## config.mk

```make
export PLATFORM = sky130hd
export DESIGN_NAME = muldiv_sequencer_flat
export DESIGN_NICKNAME = d
export VERILOG_FILES = /design/src/rtl/muldiv_sequencer_if.sv /design/src/rtl/muldiv_sequencer.sv /design/src/flat_wrapper.sv
export SDC_FILE = /design/constraint.sdc
export NUM_CORES = 1
export LEC_CHECK = 0
export BUFFER_PORTS_ARGS = -buffer_cell sky130_fd_sc_hd__clkbuf_2
export CAP_MARGIN = 20
export CELL_PAD_IN_SITES_DETAIL_PLACEMENT = 1
export CELL_PAD_IN_SITES_GLOBAL_PLACEMENT = 1
export CORE_MARGIN = 4
export CORE_UTILIZATION = 36
export CTS_CLUSTER_SIZE = 25
export DETAILED_ROUTE_END_ITERATION = 7
export PLACE_DENSITY = 0.64
export SLEW_MARGIN = 20
export SYNTH_ARGS = -nofsm -noshare
export SYNTH_HDL_FRONTEND = slang
export SYNTH_SLANG_ARGS = --single-unit
```

## constraint.sdc

```tcl
create_clock -name clk_i -period 3.4 [get_ports clk_i]
set_input_delay 1.02 -clock clk_i [delete_from_list [all_inputs] [get_ports clk_i]]
set_output_delay 1.02 -clock clk_i [all_outputs]
set_load 0.005 [all_outputs]
```

## src/rtl/muldiv_sequencer_if.sv

```systemverilog
// -----------------------------------------------------------------------------
// muldiv_sequencer_if
// Request/response bundle between the EX stage and the multi-cycle RV32M unit.
//   start_i   : request a new operation (pipeline -> unit)
//   funct3_i  : M-extension operation select
//   rs1_i     : multiplicand / dividend
//   rs2_i     : multiplier / divisor
//   flush_i   : abort the in-flight operation
//   busy_o    : operation in progress, EX must hold (unit -> pipeline)
//   done_o    : one-cycle pulse, result_o valid
//   result_o  : result, held until the next done_o
// master = pipeline side, slave = muldiv_sequencer.
// -----------------------------------------------------------------------------
interface muldiv_sequencer_if #(
   parameter int XLEN = 32
);
   logic            start_i;
   logic [2:0]      funct3_i;
   logic [XLEN-1:0] rs1_i;
   logic [XLEN-1:0] rs2_i;
   logic            flush_i;
   logic            busy_o;
   logic            done_o;
   logic [XLEN-1:0] result_o;

   modport master (
      output start_i, funct3_i, rs1_i, rs2_i, flush_i,
      input  busy_o, done_o, result_o
   );

   modport slave (
      input  start_i, funct3_i, rs1_i, rs2_i, flush_i,
      output busy_o, done_o, result_o
   );
endinterface

```

## src/rtl/muldiv_sequencer.sv

```systemverilog
// -----------------------------------------------------------------------------
// muldiv_sequencer
// Multi-cycle RV32M multiply/divide unit. One shared 2*XLEN accumulator runs
// either XLEN shift-add steps (MUL*) or XLEN restoring-divide steps (DIV*/REM*)
// on operand magnitudes; a FIX cycle then applies signs and picks the result.
// Divide-by-zero and signed overflow finish straight from the start edge.
// Ports:
//   clk_i   : clock, rising edge
//   rst_n_i : asynchronous active-low reset
//   bus     : muldiv_sequencer_if.slave (start/funct3/rs1/rs2/flush in,
//             busy/done/result out; all outputs registered)
// -----------------------------------------------------------------------------
module muldiv_sequencer #(
   parameter int XLEN = 32
) (
   input  logic               clk_i,
   input  logic               rst_n_i,
   muldiv_sequencer_if.slave  bus
);

   localparam int CNT_W = $clog2(XLEN);
   localparam logic [XLEN-1:0] INT_MIN = {1'b1, {(XLEN-1){1'b0}}};

   typedef enum logic [1:0] {IDLE, CALC, FIX, DONE} state_t;

   state_t            state_q;
   logic [2:0]        funct3_q;
   logic              neg_a_q;
   logic              neg_b_q;
   logic [XLEN-1:0]   mag_a_q;
   logic [XLEN-1:0]   mag_b_q;
   logic [CNT_W-1:0]  cnt_q;
   logic [2*XLEN-1:0] acc_q;
   logic              busy_q;
   logic              done_q;
   logic [XLEN-1:0]   result_q;

   // ---------------- start-time decode ----------------
   logic              signed_a, signed_b;
   logic              neg_a, neg_b;
   logic [XLEN-1:0]   abs_a, abs_b;
   logic              is_div, div_zero, div_ovf, special;
   logic [XLEN-1:0]   special_result;
   logic              accept;

   // NOTE: every signal assigned in always_comb gets a default first, so no
   // path through the block can leave it unassigned and infer a latch.
   always_comb begin
      signed_a       = 1'b0;
      signed_b       = 1'b0;
      special_result = '0;
      case (bus.funct3_i)
         3'b001, 3'b100, 3'b110: begin signed_a = 1'b1; signed_b = 1'b1; end
         3'b010:                 signed_a = 1'b1;
         default:                ;
      endcase
      neg_a    = signed_a & bus.rs1_i[XLEN-1];
      neg_b    = signed_b & bus.rs2_i[XLEN-1];
      abs_a    = neg_a ? -bus.rs1_i : bus.rs1_i;
      abs_b    = neg_b ? -bus.rs2_i : bus.rs2_i;
      is_div   = bus.funct3_i[2];
      div_zero = is_div && (bus.rs2_i == '0);
      div_ovf  = is_div && !bus.funct3_i[0] && (bus.rs1_i == INT_MIN) && (bus.rs2_i == '1);
      special  = div_zero | div_ovf;
      // funct3[1] selects remainder vs quotient among the divide ops.
      if (bus.funct3_i[1])
         special_result = div_zero ? bus.rs1_i : '0;
      else
         special_result = div_zero ? '1 : INT_MIN;
      // A flush in IDLE/DONE only swallows a same-cycle start.
      accept = bus.start_i && !bus.flush_i && (state_q == IDLE || state_q == DONE);
   end

   // ---------------- one iteration of the shared datapath ----------------
   logic [XLEN:0]     mul_sum;
   logic [XLEN:0]     rem_shift;
   logic [XLEN:0]     diff;
   logic [2*XLEN-1:0] iter_next;

   always_comb begin
      // Shift-add: acc = {partial_hi, remaining multiplier bits}.
      mul_sum   = {1'b0, acc_q[2*XLEN-1:XLEN]} + (acc_q[0] ? {1'b0, mag_a_q} : '0);
      // Restoring divide: acc = {partial remainder, dividend/quotient bits}.
      // diff[XLEN] is the borrow: the trial subtract did not fit.
      rem_shift = {acc_q[2*XLEN-1:XLEN], acc_q[XLEN-1]};
      diff      = rem_shift - {1'b0, mag_b_q};
      if (funct3_q[2]) begin
         if (diff[XLEN])
            iter_next = {rem_shift[XLEN-1:0], acc_q[XLEN-2:0], 1'b0};
         else
            iter_next = {diff[XLEN-1:0], acc_q[XLEN-2:0], 1'b1};
      end else begin
         iter_next = {mul_sum, acc_q[XLEN-1:1]};
      end
   end

   // ---------------- sign fix-up and result select ----------------
   logic [2*XLEN-1:0] prod;
   logic [XLEN-1:0]   quo, rem, fix_result;

   always_comb begin
      prod = (neg_a_q ^ neg_b_q) ? -acc_q : acc_q;
      quo  = (neg_a_q ^ neg_b_q) ? -acc_q[XLEN-1:0] : acc_q[XLEN-1:0];
      rem  = neg_a_q ? -acc_q[2*XLEN-1:XLEN] : acc_q[2*XLEN-1:XLEN];
      if (funct3_q[2])
         fix_result = funct3_q[1] ? rem : quo;
      else if (funct3_q[1:0] == 2'b00)
         fix_result = prod[XLEN-1:0];
      else
         fix_result = prod[2*XLEN-1:XLEN];
   end

   // ---------------- sequencer ----------------
   // NOTE: state is updated only with non-blocking assignments so every
   // register samples pre-edge values, independent of statement order.
   always_ff @(posedge clk_i or negedge rst_n_i) begin
      if (!rst_n_i) begin
         state_q  <= IDLE;
         funct3_q <= '0;
         neg_a_q  <= 1'b0;
         neg_b_q  <= 1'b0;
         mag_a_q  <= '0;
         mag_b_q  <= '0;
         cnt_q    <= '0;
         acc_q    <= '0;
         busy_q   <= 1'b0;
         done_q   <= 1'b0;
         result_q <= '0;
      end else begin
         done_q <= 1'b0;
         case (state_q)
            IDLE, DONE: begin
               busy_q <= 1'b0;
               if (accept) begin
                  funct3_q <= bus.funct3_i;
                  neg_a_q  <= neg_a;
                  neg_b_q  <= neg_b;
                  mag_a_q  <= abs_a;
                  mag_b_q  <= abs_b;
                  cnt_q    <= '0;
                  if (special) begin
                     result_q <= special_result;
                     done_q   <= 1'b1;
                     state_q  <= DONE;
                  end else begin
                     acc_q   <= is_div ? {{XLEN{1'b0}}, abs_a} : {{XLEN{1'b0}}, abs_b};
                     busy_q  <= 1'b1;
                     state_q <= CALC;
                  end
               end else begin
                  state_q <= IDLE;
               end
            end
            CALC: begin
               if (bus.flush_i) begin
                  busy_q  <= 1'b0;
                  state_q <= IDLE;
               end else begin
                  acc_q <= iter_next;
                  if (cnt_q == CNT_W'(XLEN-1))
                     state_q <= FIX;
                  else
                     cnt_q <= cnt_q + 1'b1;
               end
            end
            FIX: begin
               busy_q <= 1'b0;
               if (bus.flush_i) begin
                  state_q <= IDLE;
               end else begin
                  result_q <= fix_result;
                  done_q   <= 1'b1;
                  state_q  <= DONE;
               end
            end
            default: state_q <= IDLE;
         endcase
      end
   end

   assign bus.busy_o   = busy_q;
   assign bus.done_o   = done_q;
   assign bus.result_o = result_q;

endmodule

```

## src/flat_wrapper.sv

```systemverilog
// flat-port wrapper written by rule: the top's interface ports become plain ports
module muldiv_sequencer_flat 
#(
   parameter int XLEN = 32
)
  (clk_i, rst_n_i, bus_start_i, bus_funct3_i, bus_rs1_i, bus_rs2_i, bus_flush_i, bus_busy_o, bus_done_o, bus_result_o);
  muldiv_sequencer_if #(.XLEN(XLEN)) bus_i ();
  input  logic clk_i;
  input  logic rst_n_i;
  input wire logic [$bits(bus_i.start_i)-1:0] bus_start_i;
  input wire logic [$bits(bus_i.funct3_i)-1:0] bus_funct3_i;
  input wire logic [$bits(bus_i.rs1_i)-1:0] bus_rs1_i;
  input wire logic [$bits(bus_i.rs2_i)-1:0] bus_rs2_i;
  input wire logic [$bits(bus_i.flush_i)-1:0] bus_flush_i;
  output wire logic [$bits(bus_i.busy_o)-1:0] bus_busy_o;
  output wire logic [$bits(bus_i.done_o)-1:0] bus_done_o;
  output wire logic [$bits(bus_i.result_o)-1:0] bus_result_o;
  assign bus_i.start_i = bus_start_i;
  assign bus_i.funct3_i = bus_funct3_i;
  assign bus_i.rs1_i = bus_rs1_i;
  assign bus_i.rs2_i = bus_rs2_i;
  assign bus_i.flush_i = bus_flush_i;
  assign bus_busy_o = bus_i.busy_o;
  assign bus_done_o = bus_i.done_o;
  assign bus_result_o = bus_i.result_o;
  muldiv_sequencer #(.XLEN(XLEN)) u_core (.clk_i(clk_i), .rst_n_i(rst_n_i), .bus(bus_i));
endmodule
```

**Word level (Yosys, flattened, before mapping)**

Cells that the tools add are included.

- Register bits: 174
- Output and inout bits: 34
- Word-level logic and storage cells: 105

- Add/subtract/negate cells: 8
- Equality and inequality tests: 18
- Muxes and demuxes: 43
- Bitwise logic cells: 4
- Reduce and logical (&&, ||, !) cells: 21

Operator list:

| operator | number |
|---|---|
| $mux 32 | 14 |
| $mux 64 | 6 |
| $neg 32->32 | 4 |
| $pmux 64 s2 | 1 |
| $eq 32x32->1 const B | 2 |
| $neg 64->64 | 1 |
| $pmux 32 s2 | 1 |
| $add 32x33->33 | 1 |
| $sub 33x32->33 | 1 |
| $logic_not 32->1 | 1 |
| $mux 31 | 1 |
| $mux 5 | 3 |
| $reduce_and 4->1 | 3 |
| $mux 2 | 5 |
| $ne 2x2->1 const B | 5 |
| $pmux 5 s2 | 1 |
| $mux 1 | 8 |
| $eq 3x3->1 const B | 2 |
| $logic_and 1x1->1 | 6 |
| $pmux 2 s3 | 1 |
| $add 5x1->5 const B | 1 |
| $eq 5x5->1 const B | 1 |
| $eq 2x2->1 const B | 2 |
| $logic_not 2->1 | 2 |
| 17 further kinds | 21 |

**Longest topological paths before layout**

Gate-level depths: netlist of run 1.

- Depth after elaboration: 9
- Gate-level depth with buffers: 15

**Worst setup path before layout of run 1**

OpenSTA, ideal clock, no wires.

- Path kind: input to register
- Start point: input port bus_rs2_i[24]
- End point: register u_core.acc_q[60]
- Library setup time: 0.118 ns
- Arrival: 3.510 ns
- Setup slack: -0.228 ns
- Cell stages on the path: 11
- Cell sequence: or4_1 nor4_1 or3b_1 nor4_4 o32a_1 buf_4 nor2_1 nand2_1 buf_2 o221ai_1 a21o_1

- Cells in the longest elaborated chain, start to end: 5

RTL lines:

| element | RTL line | source |
|---|---|---|
| from (decl) | flat_wrapper.sv:13 | `input wire logic [$bits(bus_i.rs2_i)-1:0] bus_rs2_i;` |
| $eq 32x32->1 or $logic_not 32->1 (tied branches) | muldiv_sequencer.sv:63, muldiv_sequencer.sv:62 |  |
| $logic_and 1x1->1, on equally long branches | muldiv_sequencer.sv:63, muldiv_sequencer.sv:62 |  |
| $or 1x1->1 (*) | muldiv_sequencer.sv:64 | `special = div_zero \| div_ovf;` |
| $ne 2x2->1 (no line) (*) | -- |  |
| $reduce_and 4->1 (no line) (*) | -- |  |
| to (signal assigned) | muldiv_sequencer.sv:146 | `acc_q <= is_div ? {{XLEN{1'b0}}, abs_a} : {{XLEN{1'b0}}, abs_b};` |
| to (signal assigned) | muldiv_sequencer.sv:159 | `acc_q <= iter_next;` |
| to (decl) | muldiv_sequencer.sv:33 | `logic [2*XLEN-1:0] acc_q;` |

Every way passes the cells marked *; elsewhere a longest branch is shown, timed or not.
A chain may end at the register's enable or synchronous reset.

**Worst setup path after layout of run 1**

- Start point: input port bus_rs1_i[6]
- End point: register u_core.acc_q[23]

- Cells in the longest elaborated chain, start to end: 6

RTL lines:

| element | RTL line | source |
|---|---|---|
| from (decl) | flat_wrapper.sv:12 | `input wire logic [$bits(bus_i.rs1_i)-1:0] bus_rs1_i;` |
| $neg 32->32 or $eq 32x32->1 (tied branches) | muldiv_sequencer.sv:59, muldiv_sequencer.sv:63 |  |
| $mux 32 or $logic_and 1x1->1 (tied branches) | muldiv_sequencer.sv:59, muldiv_sequencer.sv:63 |  |
| $mux 32 or $logic_and 1x1->1 (tied branches) | muldiv_sequencer.sv:146, muldiv_sequencer.sv:63 |  |
| $mux 64 or $or 1x1->1 (tied branches) | muldiv_sequencer.sv:141, muldiv_sequencer.sv:64 |  |
| $mux 64 or $ne 2x2->1 (tied branches) | -- |  |
| $pmux 64 s2 or $reduce_and 4->1 (tied branches) | -- |  |

Parallel ways exist; a longest one is shown, timed or not. The select of a mux whose other input is x is not followed.

==> impl_metrics.py, run 1 <==
metrics = {
    "logic_synthesis": {
        "synth-seq-cells": 174,
        "syn_inst": 2099,
        "synth_cell_types": 83,
        "synth_ff_type": "dfrtp_1",
        "synthArstFlopShare_pct": 100,
        "synth_area_sq_um": 16100,
        "ys_seq_area_share_pct": 27.0,
        "post_synth.cell_area_avg_sq_um": 7.67,
        "syn_nets": 2245,
        "ys_warn_count": 0,
        "synth_edf_count": 0,
    },
    "worst_setup_path": {
        "critPathRequiredTime_ps": 3790,
        "crit_buf_inv": 1,
        "critPathLaunchType": "primary input",
        "crit_slowest_cell": "or4_4",
        "crit_chain": "clkbuf_2 -> or4_4 -> or4_4 -> or3_4 -> or3_4 -> o31ai_4 -> xor2_1 -> a21oi_1 -> o21ai_1 -> a2bb2oi_1",
        "endpoint_kind": "register",
        "cp_top_family": "simple AND/OR/NAND/NOR gates",
        "arrival_ps": 3730,
        "worst-path-max-fanout": 4,
        "criticalPathCategory": "primary input to register",
        "cpPeakStageDelay_ps": 590,
    },
    "floorplan": {
        "num_rows": 77,
        "core_sq_um": 44200,
        "die_h_um": 219,
        "die_x_um": 219,
        "num_io_pins": 105,
        "initial_utilization_pct": 36.4,
        "dieArea_sq_um": 48200,
    },
    "flow_run": {
        "max_cap_violations": 0,
    },
    "routing": {
        "wl_per_cell_um": 25.2,
        "ant_nets": 0,
        "vias": 17800,
        "totalWireLength_um": 76000,
        "first_pass_iters": 5,
        "viasPerCell": 5.91,
        "drtIter0Drc": 1363,
        "drc_errors": 0,
    },
    "timing": {
        "setup_ws_ps": 59.9,
        "tightestPinTransition_ps": 1120,
        "relSlewSlack_pct": 25.2,
        "rsz0062_at_grt": "false",
        "setup_viol": 0,
        "max_freq_mhz": 299,
        "fin_tns_setup_ps": 0,
        "min_period_over_period_pct": 98.2,
        "report.final.slew_viol_count": 0,
        "period_needed_ps": 3340,
        "finalHoldViolCount": 0,
        "clock_skew_ps": 14.5,
    },
    "layout": {
        "drive_above_1_share_pct": 23.1,
        "regArea_sq_um": 4360,
        "diodes": 0,
        "area_growth_pct": 26.2,
        "multi_input_area_sq_um": 11200,
        "nets": 2561,
        "nFillCells": 5477,
        "fin_util_pct": 45.9,
    },
    "power": {
        "peakVddDrop_v": 0.000403,
        "cellPowerDensity_nw_per_um2": 532,
        "p_leak_nw": 9.04,
    },
    "clock_tree": {
        "postCtsHoldBufs": 0,
        "cts_sinks": 174,
        "htree_levels": 4,
        "cts.path.max_buffers": 2,
        "insertion_delay_ps": 510,
        "cts_tree": "done",
        "cts_root_buffer": "clkbuf_16",
        "cts.clk_slew.worst_paths_ps": 80,
        "cts_made_buffers": 17,
    },
    "run_status": {
        "status": "finished clean",
    },
    "placed_design": {
        "dp_hpwl_um": 61200,
        "io_buffers": 104,
        "place_congestion": 0.981,
        "pre_cts_slack_ps": -575,
    },
    "global_route": {
        "grt_max_degree": 67,
        "grtUsageTotal_pct": 31.4,
        "grt_antenna_before_repair": 1,
        "overflow": 0,
        "grt_pass1_wl_um": 114000,
        "grt_pass1_vias": 18200,
    },
    "hold_path": {
        "hp-class": "primary input to async pin",
    },
}
cells in the mapped netlist (5+ instances only):
cell type	instances	share of area, %
a41oi_1	8	0.44
mux2i_1	40	2.5
a211oi_1	17	0.79
or4_1	13	0.61
clkbuf_1	116	2.7
nand2_1	223	5.2
nor4_1	16	0.62
xor2_1	116	6.3
a32oi_1	6	0.33
and2_1	41	1.6
or2_2	12	0.47
xnor2_1	87	4.7
nor2_1	178	4.1
buf_1	6	0.14
a211o_1	6	0.33
nor2b_1	11	0.43
o22ai_1	9	0.35
o211ai_1	27	1.3
a221oi_1	7	0.38
a21oi_1	155	4.8
o41ai_1	12	0.65
o21bai_1	8	0.37
inv_1	64	1.5
nand4_1	29	1.1
a21boi_0	6	0.28
o21a_1	12	0.56
and4_1	5	0.27
nand3_1	45	1.4
o21ai_0	263	8.2
a31oi_1	40	1.6
ha_1	73	5.7
dfrtp_1	174	27
a22oi_1	18	0.84
nor3_1	30	0.93
or3_1	27	1.0
a21o_1	22	1.0
buf_2	17	0.53
o221ai_1	12	0.65
nand2b_1	21	0.82
o31ai_1	31	1.4
and3_1	9	0.35
mux2_2	14	0.98
state kept, by name, summed over array words and instances, names as in the netlist:
signal and flops:
u_core.cnt_q 5, u_core.state_q 2, u_core.neg_a_q 1, u_core.bus.done_o 1, u_core.bus.busy_o 1, u_core.funct3_q 3, u_core.bus.result_o 32, u_core.mag_b_q 32
u_core.neg_b_q 1, u_core.acc_q 64, u_core.mag_a_q 32
area by class of cell:
| class | count | share of cell area (%) |
|---|---|---|
| clock buffer | 19 | 2.18 |
| clock inverter | 13 | 0.751 |
| inverter | 65 | 1.20 |
| multi-input combinational | 1717 | 55.0 |
| sequential | 174 | 21.5 |
| tap | 592 | 3.65 |
| timing repair buffer | 440 | 15.8 |
through the flow:
stage / cell area, sq um / std cells / total power (W) / hold slack, ps
2_1_floorplan: 16200 / 2099 / 0.00618 / 438
3_3_place_gp: 19600 / 2985 / 0.00840 / 459
3_5_place_dp: 19600 / 2985 / 0.00854 / 463
4_1_cts: 20200 / 3017 / 0.0107 / 477
5_1_grt: 20300 / 3020 / 0.0114 / 504
6_report: 20300 / 3020 / 0.0108 / 479
worst reg2reg max path, cell delays in order, from the launching register on:
cell	delay, ps
dfrtp_1	400
or4_1	590
or3_1	420
or4_4	610
o41ai_2	420
xor2_1	190
o22ai_1	100
o21ai_0	260
buf_4	160
a31oi_1	70
repair_timing:
action                                  4_1_cts  5_1_grt
buffers inserted                              0        3
gates resized for setup                       5       25
pin swaps                                     0        5
endpoints found under the setup margin        6       27
where the power goes:
group	leakage, nW	internal (W)	switching (W)
clock	0.287	0.00112	0.00104
combinational	6.56	0.00227	0.00355
sequential	2.19	0.00245	0.000387
total	9.04	0.00584	0.00498
layout by cell type, fill, tap and decap left out, types with 9 or more instances in the layout:
cell	instances
or3_1	24
nand2_1	223
clkbuf_2	103
nand3_1	43
nand2b_1	21
buf_12	12
inv_1	64
xor2_1	113
a211oi_1	17
o31ai_1	29
and3_1	9
o21ai_0	258
o211ai_1	27
xnor2_1	86
ha_1	72
and2_1	41
a21oi_1	155
clkbuf_16	17
nor2_1	174
buf_4	323
or2_2	10
a22oi_1	17
or4_1	9
o221ai_1	12
o22ai_1	9
nand4_1	29
o41ai_1	10
nor4_1	12
o21a_1	12
mux2i_1	40
a21o_1	22
nor3_1	28
mux2_2	14
a31oi_1	39
nor2b_1	10
dfrtp_1	171
kinds of logic (layout without fill, tap and decap cells):
group                      after synthesis  in the layout  share of synthesized area (%)
and+or+nand+nor                        685            685                           20.6
xor gates and xnor gates               203            203                           11.0
AOI/OAI and AO/OA                      699            699                           26.7
DFF                                    174            174                           27.0
buffers and inverters                  208            537                           5.14
adders and majority gates               75             75                           5.92
muxes                                   55             55                           3.56
worst paths after layout:
check,start,slack [ps],to,depth (start not counted)
min in group clk_i,u_core.mag_a_q[14]$_DFFE_PN0P_,480,u_core.mag_a_q[14]$_DFFE_PN0P_,2
worst max-delay path,bus_rs1_i[6],60,u_core.acc_q[23]$_DFFE_PN0P_,10
worst max register to register,u_core.acc_q[29]$_DFFE_PN0P_,70,u_core.bus.result_o[30]$_DFFE_PN0P_,9
worst min register to register,u_core.mag_a_q[14]$_DFFE_PN0P_,480,u_core.mag_a_q[14]$_DFFE_PN0P_,2
worst min-delay path,rst_n_i,480,u_core.mag_b_q[27]$_DFFE_PN0P_,1
max in group asynchronous,rst_n_i,2030,u_core.bus.result_o[0]$_DFFE_PN0P_,2
per-layer routing:
layer  vias up  global-route usage [%]  routed length (um)
met1      8885                    41.3               33100
met4         0                    13.7                3540
met3       146                    4.81                4270
met5         -                       0                   0
met2       606                    51.1               35000
li1       8207                       -                   -
(Power assumes the default switching activity.)
==> run 2: changes to the inputs <==
--- a/config.mk
+++ b/config.mk
@@ -13,7 +13,7 @@
 export CORE_UTILIZATION = 36
 export CTS_CLUSTER_SIZE = 25
 export DETAILED_ROUTE_END_ITERATION = 7
-export PLACE_DENSITY = 0.64
+export PLACE_DENSITY = 0.66
 export SLEW_MARGIN = 20
 export SYNTH_ARGS = -nofsm -noshare
 export SYNTH_HDL_FRONTEND = slang
==> constraint.sdc (replaced) <==
create_clock -name clk_i -period 3 [get_ports clk_i]
set_input_delay 0.9 -clock clk_i [delete_from_list [all_inputs] [get_ports clk_i]]
set_output_delay 0.9 -clock clk_i [all_outputs]
set_load 0.05 [all_outputs]
==> impl_metrics.py, run 2 (synthesis gave the netlist of run 1 again) <==
metrics = {
    "routing": {
        "drtIter0Drc": 1494,
        "totalWireLength_um": 85100,
        "wl_per_cell_um": 26.0,
        "viasPerCell": 5.92,
        "drc_errors": 0,
        "vias": 19300,
        "first_pass_iters": 5,
        "ant_nets": 0,
    },
    "timing": {
        "fin_tns_setup_ps": -9450,
        "whs_ps": 385,
        "setup_ws_ps": -223,
        "setup_viol": 85,
        "tightestPinTransition_ps": 1010,
        "report.final.slew_viol_count": 0,
        "finalHoldViolCount": 0,
        "min_period_over_period_pct": 107,
        "period_needed_ps": 3220,
        "rsz0062_at_grt": "true",
        "clock_skew_ps": 20.8,
        "relSlewSlack_pct": 32.7,
        "max_freq_mhz": 310,
    },
    "worst_setup_path": {
        "endpoint_kind": "register",
        "crit_slowest_cell": "or4_4",
        "arrival_ps": 3600,
        "worst-path-max-fanout": 3,
        "rrSetupSlack_ps": -220,
        "cpPeakStageDelay_ps": 560,
        "crit_chain": "or4_4 -> or4_4 -> or4_4 -> nor3_4 -> buf_6 -> a31oi_4 -> xor2_2 -> and3_1 -> o22ai_2 -> a31oi_1",
        "criticalPathCategory": "register to register",
        "critPathMostFrequentCell": "or4_4",
        "critPathRequiredTime_ps": 3380,
        "rr_endpoint": "u_core.bus.result_o[27]$_DFFE_PN0P_",
        "r2r_cells": 10,
        "r2r_start": "u_core.acc_q[14]$_DFFE_PN0P_",
        "critPathLaunchType": "register",
    },
    "floorplan": {
        "die_h_um": 219,
        "num_rows": 77,
        "dieArea_sq_um": 48200,
        "num_io_pins": 105,
        "initial_utilization_pct": 36.4,
        "die_x_um": 219,
        "core_sq_um": 44200,
    },
    "power": {
        "p_leak_nw": 10.7,
        "peakVddDrop_v": 0.000431,
        "cellPowerDensity_nw_per_um2": 588,
        "power_w": 0.0142,
        "intPower_w": 0.00766,
        "power_frac_comb_pct": 60.7,
        "p_sw_w": 0.00656,
        "seqPwrFrac_pct": 22.0,
        "clkPwrFrac_pct": 17.3,
        "swShare_pct": 46.1,
    },
    "layout": {
        "nFillCells": 5302,
        "regMostFlops": "u_core.acc_q",
        "final_area_sq_um": 24200,
        "multi_input_area_sq_um": 12600,
        "regArea_sq_um": 4360,
        "nets": 2807,
        "final_cell_mix": "503 x buf_4, 202 x nand2_1, 177 x o21ai_0",
        "area_growth_pct": 50.0,
        "diodes": 0,
        "mostFrequentLayoutCell": "buf_4",
        "largest_register_ffs": 64,
        "drive_above_1_share_pct": 38.6,
    },
    "placed_design": {
        "placed_area_sq_um": 21100,
        "place_congestion": 0.977,
        "io_buffers": 104,
        "dp_hpwl_um": 63700,
    },
    "clock_tree": {
        "cts_made_buffers": 17,
        "cts.clk_slew.worst_paths_ps": 80,
        "htree_levels": 4,
        "cts_root_buffer": "clkbuf_16",
        "insertion_delay_ps": 510,
        "cts_sinks": 174,
        "cts.path.max_buffers": 2,
        "cts_tree": "done",
    },
    "global_route": {
        "grt_max_degree": 94,
        "overflow": 0,
        "grt_pass1_vias": 19900,
        "grtUsageTotal_pct": 34.0,
        "grt_antenna_before_repair": 0,
        "grt_pass1_wl_um": 124000,
    },
    "hold_path": {
        "hp-class": "primary input to async pin",
    },
    "run_status": {
        "violations": "negative setup slack",
        "status": "finished with violations",
    },
    "flow_run": {
        "max_cap_violations": 0,
    },
}
## run 2: cell count changes in the layout (fill, tap and decap cells not counted), moves of 14 or more
cell | previous run | this run
nand2_1 | 223 | 202
a21oi_1 | 155 | 129
a22oi_1 | 17 | 3
o21ai_1 | 5 | 39
buf_12 | 12 | 29
o21ai_2 | 4 | 49
nand2_4 | 0 | 15
o21ai_0 | 258 | 177
ha_1 | 72 | 56
buf_6 | 1 | 33
a21oi_2 | 0 | 24
buf_4 | 323 | 503
nor2_1 | 174 | 151
a22oi_2 | 1 | 15
## run 2: through the flow
stage               cells  setup slack [ps]  util, %
finish               3266              -223     54.6
global route         3266              -299     54.6
CTS                  3252              -214     52.4
detailed placement   3170              -873     47.6
global placement     3170              -942     47.6
floorplan            2099              -365        -
## run 2: worst max-delay path: cells and delay by family, from the launching register on
kind                   cells  cell delay [ps]
flip-flops                 1              400
AND/OR/NAND/NOR            5             2030
XOR/XNOR                   1              160
AO/OA/AOI/OAI              3              330
buffers and inverters      1              170
## run 2: worst max path at each step
stage / cells after the start / startpoint / slack (ps) / endpoint
floorplan: 9 / bus_rs1_i[6] / -360 / u_core.acc_q[23]$_DFFE_PN0P_
global placement: 12 / bus_rs1_i[14] / -940 / u_core.acc_q[26]$_DFFE_PN0P_
detailed placement: 13 / bus_rs1_i[14] / -870 / u_core.acc_q[24]$_DFFE_PN0P_
CTS: 10 / u_core.acc_q[14]$_DFFE_PN0P_ / -210 / u_core.bus.result_o[27]$_DFFE_PN0P_
global route: 10 / u_core.acc_q[14]$_DFFE_PN0P_ / -300 / u_core.bus.result_o[27]$_DFFE_PN0P_
finish: 10 / u_core.acc_q[14]$_DFFE_PN0P_ / -220 / u_core.bus.result_o[27]$_DFFE_PN0P_
## run 2: power groups by stage
stage	sequential (W)	combinational, W	clock, W
after global routing	0.00317	0.00918	0.00258
after floorplan	0.00323	0.00394	0
after detailed placement	0.00314	0.00745	0
after CTS	0.00310	0.00806	0.00248
final	0.00313	0.00862	0.00246
after global placement	0.00311	0.00729	0
## run 2: metal layers
metal	track usage, %	vias to the layer above	part of all wire (%)
met5	0	-	0
met4	12.7	0	4.6
met3	5.97	204	6.7
met2	56.8	726	47
met1	44.0	9707	41
li1	-	8703	-
## run 2: area by class of cell
class	count	area share, %
multi-input cells	1718	52.0
repair buffers	685	23.4
flip-flops and latches	174	18.0
well taps	592	3.07
clock buffers	19	1.83
inverters	65	1.01
clock inverters	13	0.678
## run 2: timing repair
action,CTS,global route
buffers inserted,41,18
resized for setup,243,205
endpoints found under the hold margin,0,0
hold buffers,0,0
gates cloned,10,5
pin swaps,82,83
setup endpoints to repair,100,101
